==> src/rtl/inst_queue_if.sv <==
// Fetch/decode handshake bundle for inst_queue.
// master drives fetch slots and decoder control; slave is the queue itself.
interface inst_queue_if;
  logic        rdy;
  logic        mistaken;
  logic        inEnO;
  logic [31:0] inPCO;
  logic [31:0] inInstO;
  logic        inEnT;
  logic [31:0] inPCT;
  logic [31:0] inInstT;
  logic        ifStall;
  logic        decStall;
  logic        outEnO;
  logic [31:0] outPCO;
  logic [31:0] outInstO;
  logic        outEnT;
  logic [31:0] outPCT;
  logic [31:0] outInstT;

  modport master (
    output rdy, mistaken, inEnO, inPCO, inInstO, inEnT, inPCT, inInstT, decStall,
    input  ifStall, outEnO, outPCO, outInstO, outEnT, outPCT, outInstT
  );

  modport slave (
    input  rdy, mistaken, inEnO, inPCO, inInstO, inEnT, inPCT, inInstT, decStall,
    output ifStall, outEnO, outPCO, outInstO, outEnT, outPCT, outInstT
  );
endinterface

==> src/rtl/inst_queue.sv <==
// Two-wide in-order instruction queue between fetch and decode.
// Circular buffer of {PC, inst}; up to two pushes and two pops per cycle, flushable.
module inst_queue #(
  parameter int unsigned DEPTH = 8
) (
  input logic         clk,
  input logic         rst,
  inst_queue_if.slave q
);
  localparam int unsigned PtrW = $clog2(DEPTH);
  localparam int unsigned CntW = PtrW + 1;

  typedef logic [PtrW-1:0] ptr_t;
  typedef logic [CntW-1:0] cnt_t;

  logic [31:0] pc_mem_q   [DEPTH];
  logic [31:0] inst_mem_q [DEPTH];

  ptr_t head_q, head_d;
  ptr_t tail_q, tail_d;
  cnt_t count_q, count_d;

  ptr_t head_nxt, tail_nxt;
  logic if_stall, out_en_o, out_en_t;
  logic push_en, push_two;
  cnt_t push_n, pop_n;

  always_comb begin
    head_nxt = head_q + ptr_t'(1);
    tail_nxt = tail_q + ptr_t'(1);

    // Stall on occupancy alone so fetch never has to reason about same-cycle pops.
    if_stall = count_q > cnt_t'(DEPTH - 2);

    out_en_o = (count_q != '0) & ~q.mistaken & q.rdy;
    out_en_t = (count_q >= cnt_t'(2)) & ~q.mistaken & q.rdy;

    push_en  = rst & q.rdy & ~q.mistaken & ~if_stall & q.inEnO;
    push_two = push_en & q.inEnT;
    push_n   = cnt_t'(push_en) + cnt_t'(push_two);
    pop_n    = q.decStall ? '0 : (cnt_t'(out_en_o) + cnt_t'(out_en_t));

    head_d  = head_q;
    tail_d  = tail_q;
    count_d = count_q;
    if (q.rdy) begin
      if (q.mistaken) begin
        head_d  = '0;
        tail_d  = '0;
        count_d = '0;
      end else begin
        head_d  = head_q + ptr_t'(pop_n);
        tail_d  = tail_q + ptr_t'(push_n);
        count_d = count_q + push_n - pop_n;
      end
    end
  end

  always_comb begin
    q.ifStall  = if_stall;
    q.outEnO   = out_en_o;
    q.outEnT   = out_en_t;
    q.outPCO   = out_en_o ? pc_mem_q[head_q]     : '0;
    q.outInstO = out_en_o ? inst_mem_q[head_q]   : '0;
    q.outPCT   = out_en_t ? pc_mem_q[head_nxt]   : '0;
    q.outInstT = out_en_t ? inst_mem_q[head_nxt] : '0;
  end

  always_ff @(posedge clk) begin
    if (!rst) begin
      head_q  <= '0;
      tail_q  <= '0;
      count_q <= '0;
    end else begin
      head_q  <= head_d;
      tail_q  <= tail_d;
      count_q <= count_d;
    end
  end

  // Storage is never cleared; validity comes only from count_q.
  always_ff @(posedge clk) begin
    if (push_en) begin
      pc_mem_q[tail_q]   <= q.inPCO;
      inst_mem_q[tail_q] <= q.inInstO;
    end
    if (push_two) begin
      pc_mem_q[tail_nxt]   <= q.inPCT;
      inst_mem_q[tail_nxt] <= q.inInstT;
    end
  end
endmodule

==> src/flat_wrapper.sv <==
// flat-port wrapper written by rule: the top's interface ports become plain ports
module inst_queue_flat 
#(
  parameter int unsigned DEPTH = 8
)
  (clk, rst, q_rdy, q_mistaken, q_inEnO, q_inPCO, q_inInstO, q_inEnT, q_inPCT, q_inInstT, q_decStall, q_ifStall, q_outEnO, q_outPCO, q_outInstO, q_outEnT, q_outPCT, q_outInstT);
  inst_queue_if q_i ();
  input logic clk;
  input logic rst;
  input wire logic [$bits(q_i.rdy)-1:0] q_rdy;
  input wire logic [$bits(q_i.mistaken)-1:0] q_mistaken;
  input wire logic [$bits(q_i.inEnO)-1:0] q_inEnO;
  input wire logic [$bits(q_i.inPCO)-1:0] q_inPCO;
  input wire logic [$bits(q_i.inInstO)-1:0] q_inInstO;
  input wire logic [$bits(q_i.inEnT)-1:0] q_inEnT;
  input wire logic [$bits(q_i.inPCT)-1:0] q_inPCT;
  input wire logic [$bits(q_i.inInstT)-1:0] q_inInstT;
  input wire logic [$bits(q_i.decStall)-1:0] q_decStall;
  output wire logic [$bits(q_i.ifStall)-1:0] q_ifStall;
  output wire logic [$bits(q_i.outEnO)-1:0] q_outEnO;
  output wire logic [$bits(q_i.outPCO)-1:0] q_outPCO;
  output wire logic [$bits(q_i.outInstO)-1:0] q_outInstO;
  output wire logic [$bits(q_i.outEnT)-1:0] q_outEnT;
  output wire logic [$bits(q_i.outPCT)-1:0] q_outPCT;
  output wire logic [$bits(q_i.outInstT)-1:0] q_outInstT;
  assign q_i.rdy = q_rdy;
  assign q_i.mistaken = q_mistaken;
  assign q_i.inEnO = q_inEnO;
  assign q_i.inPCO = q_inPCO;
  assign q_i.inInstO = q_inInstO;
  assign q_i.inEnT = q_inEnT;
  assign q_i.inPCT = q_inPCT;
  assign q_i.inInstT = q_inInstT;
  assign q_i.decStall = q_decStall;
  assign q_ifStall = q_i.ifStall;
  assign q_outEnO = q_i.outEnO;
  assign q_outPCO = q_i.outPCO;
  assign q_outInstO = q_i.outInstO;
  assign q_outEnT = q_i.outEnT;
  assign q_outPCT = q_i.outPCT;
  assign q_outInstT = q_i.outInstT;
  inst_queue #(.DEPTH(DEPTH)) u_core (.clk(clk), .rst(rst), .q(q_i));
endmodule
==> config.mk <==
export PLATFORM = sky130hd
export DESIGN_NAME = inst_queue_flat
export DESIGN_NICKNAME = d
export VERILOG_FILES = /design/src/rtl/inst_queue_if.sv /design/src/rtl/inst_queue.sv /design/src/flat_wrapper.sv
export SDC_FILE = /design/constraint.sdc
export NUM_CORES = 1
export LEC_CHECK = 0
export CORE_ASPECT_RATIO = 0.9
export CORE_MARGIN = 4
export CORE_UTILIZATION = 49
export DETAILED_ROUTE_END_ITERATION = 8
export PLACE_DENSITY_LB_ADDON = 0.1
export RECOVER_POWER = 100
export SLEW_MARGIN = 20
export SYNTH_ARGS = -nofsm -noshare
export SYNTH_HDL_FRONTEND = slang
export SYNTH_SLANG_ARGS = --single-unit
export TNS_END_PERCENT = 10
==> constraint.sdc <==
create_clock -name clk -period 7 [get_ports clk]
set_input_delay 2.1 -clock clk [delete_from_list [all_inputs] [get_ports clk]]
set_output_delay 2.1 -clock clk [all_outputs]
set_load 0.1 [all_outputs]
### Word-level counts from Yosys, hierarchy flattened

Memories as Yosys holds them, arrays and structs flattened. A register that Yosys moved wholly into a read port is not among the register bits.
Index checks and enable logic that the tools add are counted.

* reduce and logical (&&, ||, !) cells: 1
* bitwise operators: 11
* $add $sub $neg: 8
* multiplexer cells: 16
* magnitude comparators: 2

Operators with widths (count)
* two-way mux 32 bit: 4
* two-way mux 3 bit: 6
* AND 1 bit: 9
* two-way mux 4 bit: 2
* adder 3 x 1 -> 3 bit (second input constant): 2
* adder 3 bit: 2
* adder 1 x 1 -> 2 bit: 2
* adder 4 bit: 1
* greater-or-equal comparator 4 x 2 -> 1 bit (second input constant): 1
* > comparator 4 x 3 -> 1 bit (second input constant): 1
* two-way mux 1 bit: 4
* nonzero test 4 bit: 1
* subtractor 4 bit: 1
* NOT 1 bit: 2

* memory bits (writable): 512
* memories: 2
* input bits: 135
* register bits: 10

Memory list
* u_core.inst_mem_q: words 8, bits a word 32, rd ports 2, clocked after Yosys merged registers in 1, wr ports 2, line inst_queue.sv:17 `logic [31:0] inst_mem_q [DEPTH];`
* u_core.pc_mem_q: words 8, bits a word 32, rd ports 2, clocked after Yosys merged registers in 1, wr ports 2, line inst_queue.sv:16 `logic [31:0] pc_mem_q [DEPTH];`

### Depth between registers and ports, before layout

* depth in word-level cells: 9
* depth in mapped cells: 17
* gate-level depth less buffers: 15

### Least setup slack after synthesis

Ideal clock, no wire load.

* path type: input to register
* from: in q_inEnT
* to: mem u_core.inst_mem_q[1][0], enable pin
* stages on the path: 4
* arrival: 6.109 ns
* slack: 0.384 ns
* library setup time: 0.507 ns
* path through: buf_1 > inv_1 > or4_1 > a21oi_1

RTL lines
* from (decl): line flat_wrapper.sv:15 `input wire logic [$bits(q_i.inEnT)-1:0] q_inEnT;`
* to (decl): line inst_queue.sv:17

### Worst setup path after layout

* from: in q_mistaken
* to: out q_outPCO[13]

* cells in the longest elaborated chain, start to end: 4

Ends and longest elaborated chain
* from (decl): line flat_wrapper.sv:11 `input wire logic [$bits(q_i.mistaken)-1:0] q_mistaken;`
* NOT 1 bit: line inst_queue.sv:35 `out_en_o = (count_q != '0) & ~q.mistaken & q.rdy;`
* AND 1 bit (2 in series): line inst_queue.sv:35
* two-way mux 32 bit: line inst_queue.sv:63 `q.outPCO = out_en_o ? pc_mem_q[head_q] : '0;`
* to (decl): line flat_wrapper.sv:21 `output wire logic [$bits(q_i.outPCO)-1:0] q_outPCO;`

No other way between the ends.

==> summary.md <==
| Metric | Value |
|---|---|
| Initial DRT Pass Iterations | 5 |
| Fin nets | 2263 |
| R2R Path End | u_core.inst_mem_q[6][14] |
| Highest clock rate | 155 MHz |
| Outcome | complete, but fails checks |
| Grt total ovfl | 0 |
| RSZ-0062 raised after global routing | false |
| IO Pins | 266 |
| Antenna-violating nets left | 0 |
| Tightest Pin Transition | ~2.5 ns |
| EDFF count, synth | 512 |
| Final setup viols | 0 |
| Total GRT Usage | 0.275 |
| Total power | between 6 and 7 mW |
| # port buffers | 265 |
| Post-DP Area | 0.0356 mm2 |
| Clock Tree Root | clkbuf_16 |
| Sequential fraction of the synthesis area | 0.513 |
| H-tree Lvls | 2 |
| Critical Setup Path Class | input port to output pin |
| Num CTS Buffers | 58 |
| Cell area after synthesis | 0.0305 mm2 |
| Clk_lat worst skew | 0.62 ns |
| First-pass GRT wire length | 135 mm |
| Slowest stage cell, crit path | clkbuf_1 |
| Top cells by area, synth | edfxtp_1 50%, mux4_2 19%, mux2_2 19%, mux2i_1 2.1%, nand2_1 1.7% |
| Startpoint Class | input port |
| Clk slew on worst S/H paths | 0.06 ns |
| DRC viols | 0 |
| Share of layout cells above drive strength 1 | 0.467 |
| Multi-input logic area | 0.0140 mm2 |
| Max VDD drop | about 0.00019 V |
| Die ar. | approximately 0.066 mm2 |
| Clock Skews | 0.0115 ns |
| WL/cell | 30.5 um |
| Largest net degree at the start of global routing | 75 |
| Yosys reg bits | 525 |
| Register area | 0.0157 mm2 |
| Crit path max-delay family | buffers and inverters |
| Worst reg-to-reg setup slack | 2.22 ns |
| WHS Path Cells | 2 |
| Mapped Avg Cell Area | 16.2 um2 |
| CTS tree | done |
| Unique cell type count in the Yosys netlist | 40 |
| Post-Route WL | 91.4 mm |
| Asr flop ratio synth | 0 |
| Fin. Hold Viols | 0 |
| Postcts setup bufs | 0 |
| LEAKAGE | about 12 nW |
| Worst reg2reg startpoint | u_core.tail_q[1] |
| Max Cap Viol | 18 |
| Crit Path Max Fanout | 9 |
| Slack of the critical path | 0.564 ns |
| Buf+Inv Stages, Crit Path | 3 |
| Crit-path cells | dlygate4sd3_1, nor2b_1, buf_4, o21ai_4, nor2_1, clkbuf_1 |
| Vert. Die Dim | 245 um |
| Worst Hold End | u_core.count_q[3] |
| CTS Buffer Depth | 3 |
| Clk sink count | 525 |
| Post-CTS sizing | 0 |
| Hpwl dp | 52.7 mm |
| Crit end category | output pin |
| Worst path required time | 4.90 ns |
| Power Density | 185 mW/mm2 |
| Syn Nets | 2035 |
| Slew headroom | -0.672 |
| Placer Congestion | 0.804 |
| Hold path start | u_core.count_q[3] |
| Initial antenna violation count | 15 |
| Most frequent cells in the layout | 512 x edfxtp_1, 503 x mux2_2, 256 x mux4_2 |
| Synth Flop Type | edfxtp_1 |
| Die width | between 200 and 300 um |
| Failing checks | capacitance limit, slew limit |
| Filler instances | 4626 |
| Crit path DAT | 4.34 ns |
| R2R cell count | 6 |
| Post-Route Setup TNS | 0 ns |
| Period minus WS final | 6.44 ns |
| Synth top area share | 0.505 |
| CORE AREA | 0.0614 mm2 |
| Via count | 19188 |
| Vias in the first global route | about 20000 |
| Cell taking the most area after synthesis | edfxtp_1 |
| Fin crit share | 0.919 |
| Gate Count Post-Synth | 1885 |
| Post-route cell area | 0.0369 mm2 |
| Syn-to-layout area delta | 21.0% |
| Biggest cell delay along the critical path | slightly below 0.9 ns |
| Hold-fix buffers at CTS | 0 |
| Commonest non-fill, non-tap cell in the layout | edfxtp_1 |
| Pre-CTS WS | between 0.7 and 0.8 ns |
| DR iter-0 viols | 2099 |
| Initial Utilization | 0.496 |
| Vias per inst | 6.40 |
| Synth Warn # | 0 |
| Final Max Tran Viols | 522 |
| Hold crit path type | register to register |
| # rows | 86 |
-- logic make-up (layout without fill, tap and decap cells) --
kind of cell	after synthesis	in the layout	synth area share
buffers and inverters	167	436	0.0262
and+or+nand+nor	253	253	0.0370
DFF	525	525	0.513
xor gates and xnor gates	5	5	0.00144
AOI/OAI and AO/OA	87	87	0.0151
adders and majority gates	15	15	0.00715
other	0	8	0
muxes	833	833	0.400
-- power by group --
part           leakage, nW  switching [mW]  internal, mW
combinational         5.99           0.239         0.239
clock                0.850            1.24          1.62
sequential            4.72         0.00751          3.46
total                 11.6            1.49          5.32
-- area by class of cell --
cell class | count | area share
Inverter | 18 | 0.00183
Clock buffer | 73 | 0.0420
Sequential cell | 525 | 0.425
Clock inverter | 28 | 0.00485
Timing Repair Buffer | 317 | 0.117
Multi-Input combinational cell | 1193 | 0.381
Tap cell | 836 | 0.0284
Antenna cell | 8 | 0.000543
-- Yosys cell counts (7+ instances only) --
cell / number
a21oi_1: 72
and2_1: 8
buf_1: 23
buf_2: 47
buf_4: 18
clkbuf_1: 55
dfxtp_1: 13
edfxtp_1: 512
ha_1: 11
inv_1: 17
mux2_1: 10
mux2_2: 503
mux2i_1: 64
mux4_2: 256
nand2_1: 137
nor2_1: 73
nor2b_1: 7
-- how the worst max path moves through the flow --
| stage | from | endpoint | slack, ns | cells after the start |
|---|---|---|---|---|
| 2_1_floorplan | q_inEnT | u_core.inst_mem_q[1][0] | 0.38 | 4 |
| 3_3_place_gp | q_mistaken | q_outPCO[18] | 0.79 | 7 |
| 3_5_place_dp | q_mistaken | q_outPCO[25] | 0.78 | 7 |
| 4_1_cts | q_mistaken | q_outInstO[13] | 0.76 | 7 |
| 5_1_grt | q_mistaken | q_outPCO[13] | 0.44 | 6 |
| 6_report | q_mistaken | q_outPCO[13] | 0.56 | 6 |
-- per-layer routing --
layer | up-vias | share of wire | global-route usage
li1 | 8086 | - | -
met1 | 10144 | 0.41 | 0.379
met2 | 790 | 0.49 | 0.458
met3 | 150 | 0.075 | 0.0480
met4 | 18 | 0.023 | 0.0701
met5 | - | 0.0012 | 0
-- metrics by stage --
step / instances / util / hold slack, ns
3_5_place_dp: 2888 / 0.579 / 0.533
2_1_floorplan: 1885 / - / 0.485
4_1_cts: 2989 / 0.607 / 0.544
5_1_grt: 2994 / 0.600 / 0.559
6_report: 2998 / 0.600 / 0.540
3_3_place_gp: 2888 / 0.579 / 0.506
-- worst min-delay path, delay by kind of cell, from the launching register on --
kind,cells,cell delay (ns)
AO/OA/AOI/OAI,1,0.08
flip-flops,1,0.32
AND/OR/NAND/NOR,1,0.09
-- flip-flops by register name, summed over array words and instances, names as in the netlist, named ones only --
signal and count:
u_core.count_q 4, u_core.head_q 3, u_core.tail_q 3, u_core.inst_mem_q 256, u_core.pc_mem_q 256
Power figures use the tool's default switching activity.
==> patch: new RTL, same settings <==
Make the reset (`rst`) asynchronous in one clocked block.
--- a/src/rtl/inst_queue.sv
+++ b/src/rtl/inst_queue.sv
@@ -68,3 +68,3 @@
 
-  always_ff @(posedge clk) begin
+  always_ff @(posedge clk or negedge rst) begin
     if (!rst) begin
Check against the original RTL: differs if rst is asserted again (counterexample within 4 cycles, from zero or initial values and one cycle with rst low); with rst held inactive, the same outputs for 4 cycles.
==> patch against the original RTL <==
The flow still finishes with violations (max-capacitance violations, max-slew violations). Cell area down 0.61%. Global-route usage down 0.44 points. Synthesized area down 0.20%. Worst setup slack worse by 0.14 ns. Sequential cell count down 3. Synthesized cell count up 3.2%. Critical path depth up 1. First-iteration DRC count down 13%. Routed wire length down 1.1%. Fmax down 2.2%.
Power is not compared: it rests on default switching activity, and its combinational part moved more than twofold at a synthesized area within 25%.
==> patch: results (changes against the original RTL) <==
- Bufs w/o clock: 315 (-0.63%)
- CP peak stage delay: 0.58 ns (-0.31 ns)
- Drt wl/cell: 30.1 um (-1.3%)
- Post-DP Area: 35300 um2 (-0.82%)
- Fraction of area in multi-input gates: 38.2% (+0.12 points)
- Tap Cells: 792 (-5.3%)
- Layout non-clock buf frac: 11.4% (-0.30 points)
- Top cells by area, synth: edfxtp_1, mux4_2, mux2_2
- Diodes inserted: 9 (+1)
- Share of cells above drive strength 1: 43.9% (-2.8 points)
- Invs w/o clock: 20 (+2)
- Register area: 15600 um2 (about the same)
- Failing checks: max-capacitance violations, max-slew violations
- Max Slew Vio Count: 695 (+33%)
- GRT Total Usage: 27.0% (-0.44 points)
- CP max stage cell: dlygate4sd3_1
- Final clock-cell share: 4.75% (+0.059 points)
- Synth Area in Compound Gates: 2.53% (+1.0 points)
- Synth async-reset ratio: 1.92% (+1.9 points)
- Layout fillers: 4722 (+2.1%)
- Layout area overhead: 20.5%
- Synth Net Count: 2096 (+3.0%)
- Placed insts: 2899 (+0.38%)
- Initial antenna violation count: 18 (+3)
- Hold slack: 0.595 ns (+0.0548 ns)
- Mux cell area share after synthesis: 38.0% (-1.9 points)
- Layout Skew: 0.0152 ns (+0.00366 ns)
- Status: finished, violations left
- Post-synthesis sequential area ratio: 51.4% (+0.071 points)
- First-pass GRT wire length: 133000 um (-1.5%)
- Max-cap violations: 19 (+1)
- Post-synth top cells: edfxtp_1, mux2_2, nand2_1
- Cell depth of the worst flop-to-flop path: 5 (-1)
- Vias in the first global route: 20.2k (+0.34%)
- Netlist cell types: 39 (-2.5%)
- Routability Congestion: 0.867 (+7.9%)
patch: path summary, 6_finish.rpt:
path,start,endpoint
worst max register to register,u_core.tail_q[0]$_DFFE_PN0P_,u_core.inst_mem_q[3][20]$_DFFE_PP_
worst min-delay path,u_core.count_q[1]$_DFFE_PN0P_,u_core.count_q[1]$_DFFE_PN0P_
max in group asynchronous,rst,u_core.head_q[1]$_DFFE_PN0P_
worst min register to register,u_core.count_q[1]$_DFFE_PN0P_,u_core.count_q[1]$_DFFE_PN0P_
worst max-delay path,q_mistaken,q_outInstT[31]
min in group asynchronous,rst,u_core.count_q[2]$_DFFE_PN0P_
patch: per-layer routing:
metal | wire length, um | vias to the layer above | GRT usage [%]
li1 | - | 8247 | -
met1 | 35000 | 10200 | 34.6
met2 | 46700 | 758 | 47.9
met3 | 6360 | 139 | 4.76
met4 | 2230 | 18 | 7.43
met5 | 130 | - | 0
